<file path="src/rtl/conv_result_writer.sv">
// conv_result_writer
// Write-back sequencer between two CNN layers. Each raw convolution sum is
// passed through ReLU and unsigned saturation. The result is then written to
// the next layer's register file at addresses 0..OUTNUM-1. When the last
// result has been written, Done pulses for one cycle so the next layer can
// start its read pass.
//
// Handshake: a sample transfers on a rising edge where InValid && InReady.
// InReady depends only on the state register: it is high exactly in FILL.
// InValid while InReady is low is ignored. The upstream side may hold or
// drop InValid at any time; nothing is ever back-pressured mid-sample.
module conv_result_writer #(
   parameter int ADDRESS   = 4,
   parameter int DATAWIDTH = 8,
   parameter int DATANUM   = 15,
   parameter int KERNEL    = 3,
   parameter int ACCWIDTH  = 2*DATAWIDTH+2
) (
   input  logic                 clk,
   input  logic                 rst,
   input  logic                 Start,
   input  logic                 InValid,
   input  logic [ACCWIDTH-1:0]  InData,
   output logic                 InReady,
   output logic                 WriteEn,
   output logic [ADDRESS-1:0]   WriteReg,
   output logic [DATAWIDTH-1:0] WriteData,
   output logic                 Busy,
   output logic                 Done
);

   localparam int OUTNUM = DATANUM - KERNEL + 1;
   localparam logic [ADDRESS-1:0] LAST_INDEX = ADDRESS'(OUTNUM - 1);

   typedef enum logic [1:0] {
      S_IDLE  = 2'd0,
      S_FILL  = 2'd1,
      S_FLUSH = 2'd2,
      S_DONE  = 2'd3
   } state_t;

   state_t               state;
   state_t               state_next;
   logic [ADDRESS-1:0]   count;
   logic                 accept;
   logic                 last_accept;
   logic [DATAWIDTH-1:0] act_value;

   assign accept      = InValid && InReady;
   assign last_accept = accept && (count == LAST_INDEX);

   // State register; reset aborts any pass in progress
   always_ff @(posedge clk) begin
      if (rst) begin
         state <= S_IDLE;
      end else begin
         state <= state_next;
      end
   end

   // Next-state logic: FLUSH and DONE each last exactly one cycle
   always_comb begin
      state_next = state;
      case (state)
         S_IDLE:  if (Start) state_next = S_FILL;
         S_FILL:  if (last_accept) state_next = S_FLUSH;
         S_FLUSH: state_next = S_DONE;
         S_DONE:  state_next = S_IDLE;
         default: state_next = S_IDLE;
      endcase
   end

   // State-decoded outputs
   always_comb begin
      InReady = 1'b0;
      Busy    = 1'b0;
      Done    = 1'b0;
      case (state)
         S_IDLE:  ;
         S_FILL:  begin InReady = 1'b1; Busy = 1'b1; end
         S_FLUSH: Busy = 1'b1;
         S_DONE:  begin Busy = 1'b1; Done = 1'b1; end
         default: ;
      endcase
   end

   // ReLU followed by unsigned saturation. A negative sum goes to zero.
   // Any set bit above the stored width saturates to all-ones.
   always_comb begin
      act_value = InData[DATAWIDTH-1:0];
      if (InData[ACCWIDTH-1]) begin
         act_value = '0;
      end else if (|InData[ACCWIDTH-2:DATAWIDTH]) begin
         act_value = '1;
      end
   end

   // Accept counter. It is cleared when a pass starts, so a Start seen
   // mid-pass does not disturb the address sequence.
   always_ff @(posedge clk) begin
      if (rst) begin
         count <= '0;
      end else if (state == S_IDLE && Start) begin
         count <= '0;
      end else if (accept) begin
         count <= count + 1'b1;
      end
   end

   // Write port: one strobe per accepted sample, on the following cycle.
   // Address and data hold their values between strobes.
   always_ff @(posedge clk) begin
      if (rst) begin
         WriteEn   <= 1'b0;
         WriteReg  <= '0;
         WriteData <= '0;
      end else begin
         WriteEn <= accept;
         if (accept) begin
            WriteReg  <= count;
            WriteData <= act_value;
         end
      end
   end

endmodule

</file>
<file path="config.mk">
export PLATFORM = sky130hd
export DESIGN_NAME = conv_result_writer
export DESIGN_NICKNAME = d
export VERILOG_FILES = /design/src/rtl/conv_result_writer.sv
export SDC_FILE = /design/constraint.sdc
export NUM_CORES = 1
export LEC_CHECK = 0
export CORE_MARGIN = 5
export CORE_UTILIZATION = 41
export DETAILED_ROUTE_END_ITERATION = 8
export GPL_ROUTABILITY_DRIVEN = 0
export HOLD_SLACK_MARGIN = 0.1
export PLACE_DENSITY = 0.78
export SYNTH_ARGS = -nofsm -noshare
export SYNTH_HDL_FRONTEND = slang
export SYNTH_SLANG_ARGS = --single-unit
</file>
<file path="constraint.sdc">
create_clock -name clk -period 1.9 [get_ports clk]
set_clock_uncertainty 0.05 [all_clocks]
set_input_delay 0.19 -clock clk [delete_from_list [all_inputs] [get_ports clk]]
set_output_delay 0.19 -clock clk [all_outputs]
set_load 0.005 [all_outputs]
</file>
== Word level (Yosys, flattened, before mapping) ==
Index checks and enable logic that the tools add are counted.
Word-level totals
  register bits: 19
  output and inout bits: 16
Operators by class
  $add $sub $neg: 1
  equality and inequality tests: 6
  muxes and demuxes: 8
  reductions and logical operators: 8
Operators with widths (number)
  $mux 8: 2
  $reduce_or 9->1: 1
  $pmux 2 s4: 1
  $add 4x1->4 const B: 1
  $eq 2x2->1 const B: 2
  $eq 4x4->1 const B: 1
  $mux 2: 2
  $ne 2x2->1 const B: 2
  $logic_and 1x1->1: 3
  $mux 1: 3
  $reduce_or 3->1: 1
  $eq 2x1->1 const B: 1
  $logic_not 2->1: 1
  $reduce_and 2->1: 1
  $reduce_or 2->1: 1

== Longest topological paths before layout ==
  depth in word-level cells: 6
  depth in mapped cells: 6
  depth with buffers taken out: 5

== Worst setup path before layout ==
OpenSTA, ideal clock, no wires.
  path kind: reg-to-reg
  start: reg state[1]
  end: reg WriteData[0]
  library setup time: 0.117 ns
  data arrival time: 1.232 ns
  setup slack: 0.501 ns
  cell stages (with the launch flop): 7
  path buffers: 1
  clock period less this slack: 1.399 ns
  path through: dfxtp_1 -> inv_1 -> ha_1 -> and2_1 -> buf_2 -> nor2_4 -> a22o_1
On the way
  longest elaborated chain between the ends: 3
Ends and longest elaborated chain
  from (decl): line 42  | state_t state;
  from (signal assigned): line 57  | state <= state_next;
  $eq 2x1->1: line 78  | case (state)
  $mux 1: line 78
  named net InReady: line 24  | output logic InReady,
  $logic_and 1x1->1: line 49  | assign accept = InValid && InReady;
  to (signal assigned): line 121  | WriteData <= act_value;
  to (decl): line 27  | output logic [DATAWIDTH-1:0] WriteData,
The timed path passes the listed nets, and every way through them passes these cells.
A chain may end at the register's enable or synchronous reset.

== Worst setup path in the final report ==
  start: reg state[0]
  end: out Busy
On the way
  longest elaborated chain between the ends: 3
  elaborated cells on any way between the ends: 5
  classes of those cells: 3 x eq/ne; 1 x mux; 1 x reduce/logical
Ends and longest elaborated chain
  $eq 2x2->1 or $eq 2x1->1 (tied branches): line 78
  $reduce_or 3->1 (no source line) *
  $mux 1 *: line 78
  to (decl): line 28  | output logic Busy,
Every way passes the cells marked *; elsewhere a longest branch is shown, timed or not.

==> results.cfg <==
[drt]
vias_per_cell = 5.13
via_count = 847
wl_per_cell_um = 11.9
antenna_left = 0
drt-initial-drc-count = 11
drc = 0
wl_um = 1970
drtPass1Iterations = 4

[floorplan]
die-area_um2 = 3290
io_pins = 38
start_util_pct = 42.4
chipWidth_um = 57.4
coreArea_um2 = 2170
die_y_um = 57.4
rows = 17

[synth]
ys_ff_latch = 19
muxShareOfSynthArea_pct = 1.09
synth_simple_gate_area_share_pct = 26.9
netlist_area_um2 = 920
synth_top_family_by_area = simple AND/OR/NAND/NOR gates
synthAdderAreaFrac_pct = 9.52
synth-xor-area-share_pct = 1.90
yosysSeqAreaShare_pct = 41.4
synth_area_leaders = dfxtp_1 (41%), ha_1 (9.5%), a22o_1 (7.6%), nand3_1 (5.4%), nor4_1 (5.4%)
yosysTopAreaCell = dfxtp_1
yosys_warnings = 0
ys_types = 29
avgSynthCellArea_um2 = 9.20
syn_nets = 129
synth_top_cell_area_share_pct = 41.4
netlist_instances = 100
synth_compound_area_share_pct = 14.8

[cts]
cts_root_buf = clkbuf_4
insertion_delay_ps = 290
max-clock-path-buffers = 2
cts_tree = built
cts_htree_levels = 1
clk_pin_slew_ps = 100
numCtsBuffers = 3
cts_hold_buffers = 0
cts_sinks = 19

[global_route]
antenna_found_initial = 0
overflow = 0
grt_pass1_wl_um = 3480
grt_max_degree = 11
grt_pass1_vias = 884
grtUsageTotal_pct = 13.0

[placement]
io_buffers = 37
dp_hpwl_um = 1650
post-place-ws_ps = 235
placed_area_um2 = 1310

[setup_path]
arrival_ps = 1570
cp-start-kind = flop
path_max_fanout = 4
critPathBufInv = 3
critPathMaxStageDelay_ps = 490
worst_ep_required_time_ps = 1660
cp-end-kind = output port
worstPathCellList = inv_1 > ha_1 > inv_1 > clkdlybuf4s50_1
worstSetupPathType = flop to output port
crit_top_cell = inv_1
crit_slowest_cell = clkdlybuf4s50_1
critPathTopFamily = buffers and inverters

[flow_run]
cap_violations = 0

[cells_and_area]
fin_area_um2 = 1340
drive_gt1_share_pct = 7.30
syn2layout_area_growth_pct = 45.7
nNetsFinal = 167
num_antenna_cells = 0

[pwr]
power.leakage_nw = 0.473
power.density_nw_per_um2 = 848
ir_drop_mv = 0.392

[sta]
slew_headroom_pct = 70.3
rsz0062_at_grt = false
setup_viol = 0
fin_crit_sh_pct = 95.3
period_minus_slack_ps = 1810
layout_setup_ws_ps = 90.1
fin_tns_setup_ps = 0
finalHoldViolCount = 0
maxSlewViolCount = 0
max_clock_freq_mhz = 553
worstMarginPinSlew_ps = 434

[hold_path]
hold_class = flop to flop

[run_status]
status = completed
## placed cells by master, fill, tap and decap left out
cell	Yosys	layout
clkdlybuf4s50_1	0	37
dfxtp_1	19	19
nand2_1	10	10
nand3_1	10	10
nor4_1	8	8
a22o_1	8	8
a21oi_1	6	6
ha_1	7	6
inv_1	5	5
nor2_1	3	3
clkbuf_4	0	3
a21o_1	2	2
nand2b_1	2	2
and2_1	1	1
nand2_2	1	1
nor2_4	1	1
nor3_4	1	1
nor2_2	1	1
nor4_4	1	1
nand4_1	1	1
nor2b_1	1	1
a2111oi_0	1	1
a211oi_1	1	1
xor2_1	1	1
xnor2_1	1	1
mux2i_1	1	1
o21ai_0	1	1
or3_1	1	1
ha_2	0	1
clkbuf_1	2	1
buf_4	0	1
## per-stage QoR
stage | std cells | hold WS [ps] | power [mW] | util (%)
after global placement | 161 | 390 | 0.932 | 60.4
after CTS | 165 | 418 | 1.15 | 61.6
after global routing | 165 | 436 | 1.22 | 61.8
after detailed placement | 161 | 404 | 0.951 | 60.4
final | 165 | 414 | 1.14 | 61.8
after floorplan | 100 | 354 | 0.736 | -
## power by group
| group | switching, mW | leakage (nW) | internal, mW |
|---|---|---|---|
| registers | 0.0416 | 0.154 | 0.453 |
| clock network | 0.115 | 0.0150 | 0.0815 |
| logic | 0.202 | 0.304 | 0.245 |
## tightest hold or removal path, delay by kind of cell, from the launching register on
family	cells	cell delay [ps]
flip-flops	1	320
AO/OA/AOI/OAI	1	50
AND/OR/NAND/NOR	1	50
## state kept, by name (all words and copies together), names as in the netlist
signal     flops
WriteData      8
WriteReg       4
count          4
state          2
WriteEn        1
## cell type report
cell class	instances	area, µm²
flip-flops and latches	19	380
repair buffers	38	378
inverters	5	18.8
well taps	28	35.0
fillers	207	830
multi-input cells	71	502
clock buffers	4	26.3
## timing repair
| item | CTS | global route |
|---|---|---|
| resized for setup | 0 | 1 |
| setup endpoints to repair | 0 | 1 |
| setup buffers | 0 | 0 |
## cell families (layout without fill, tap and decap cells)
| group | count (synthesis) | count (layout) |
|---|---|---|
| AOI/OAI and AO/OA | 19 | 19 |
| DFF | 19 | 19 |
| buffers and inverters | 10 | 47 |
| adders and majority gates | 7 | 7 |
| xor gates and xnor gates | 2 | 2 |
| muxes | 1 | 1 |
| and+or+nand+nor | 42 | 42 |
## path summary, 6_finish.rpt
check             cells past startpoint                        to  slack [ps]                      from
hold reg to reg                       2  WriteReg[1]$_SDFFE_PP0P_         410  WriteReg[1]$_SDFFE_PP0P_
setup / recovery                      4                      Busy          90     state[0]$_SDFFE_PP0P_
hold / removal                        2  WriteReg[1]$_SDFFE_PP0P_         410  WriteReg[1]$_SDFFE_PP0P_
setup reg to reg                      5     state[0]$_SDFFE_PP0P_         310     state[0]$_SDFFE_PP0P_
## cell usage after synthesis, drive strengths merged
cell type,count
ha,7
or3,1
dfxtp,19
nand4,1
nor2,5
a22o,8
a2111oi,1
a211oi,1
nor3,1
nor4,9
buf,3
xor2,1
clkbuf,2
mux2i,1
a21oi,6
inv,5
and2,1
nor2b,1
nand3,10
nand2b,2
nand2,11
xnor2,1
a21o,2
o21ai,1
## per-layer routing
layer	GRT usage, %	up-vias	routed length [µm]
met3	3.85	2	161
met4	5.96	0	12
met2	21.6	30	957
met5	0	-	0
li1	-	434	-
met1	15.1	381	836
No activity file was read; power rests on OpenSTA's default activity.
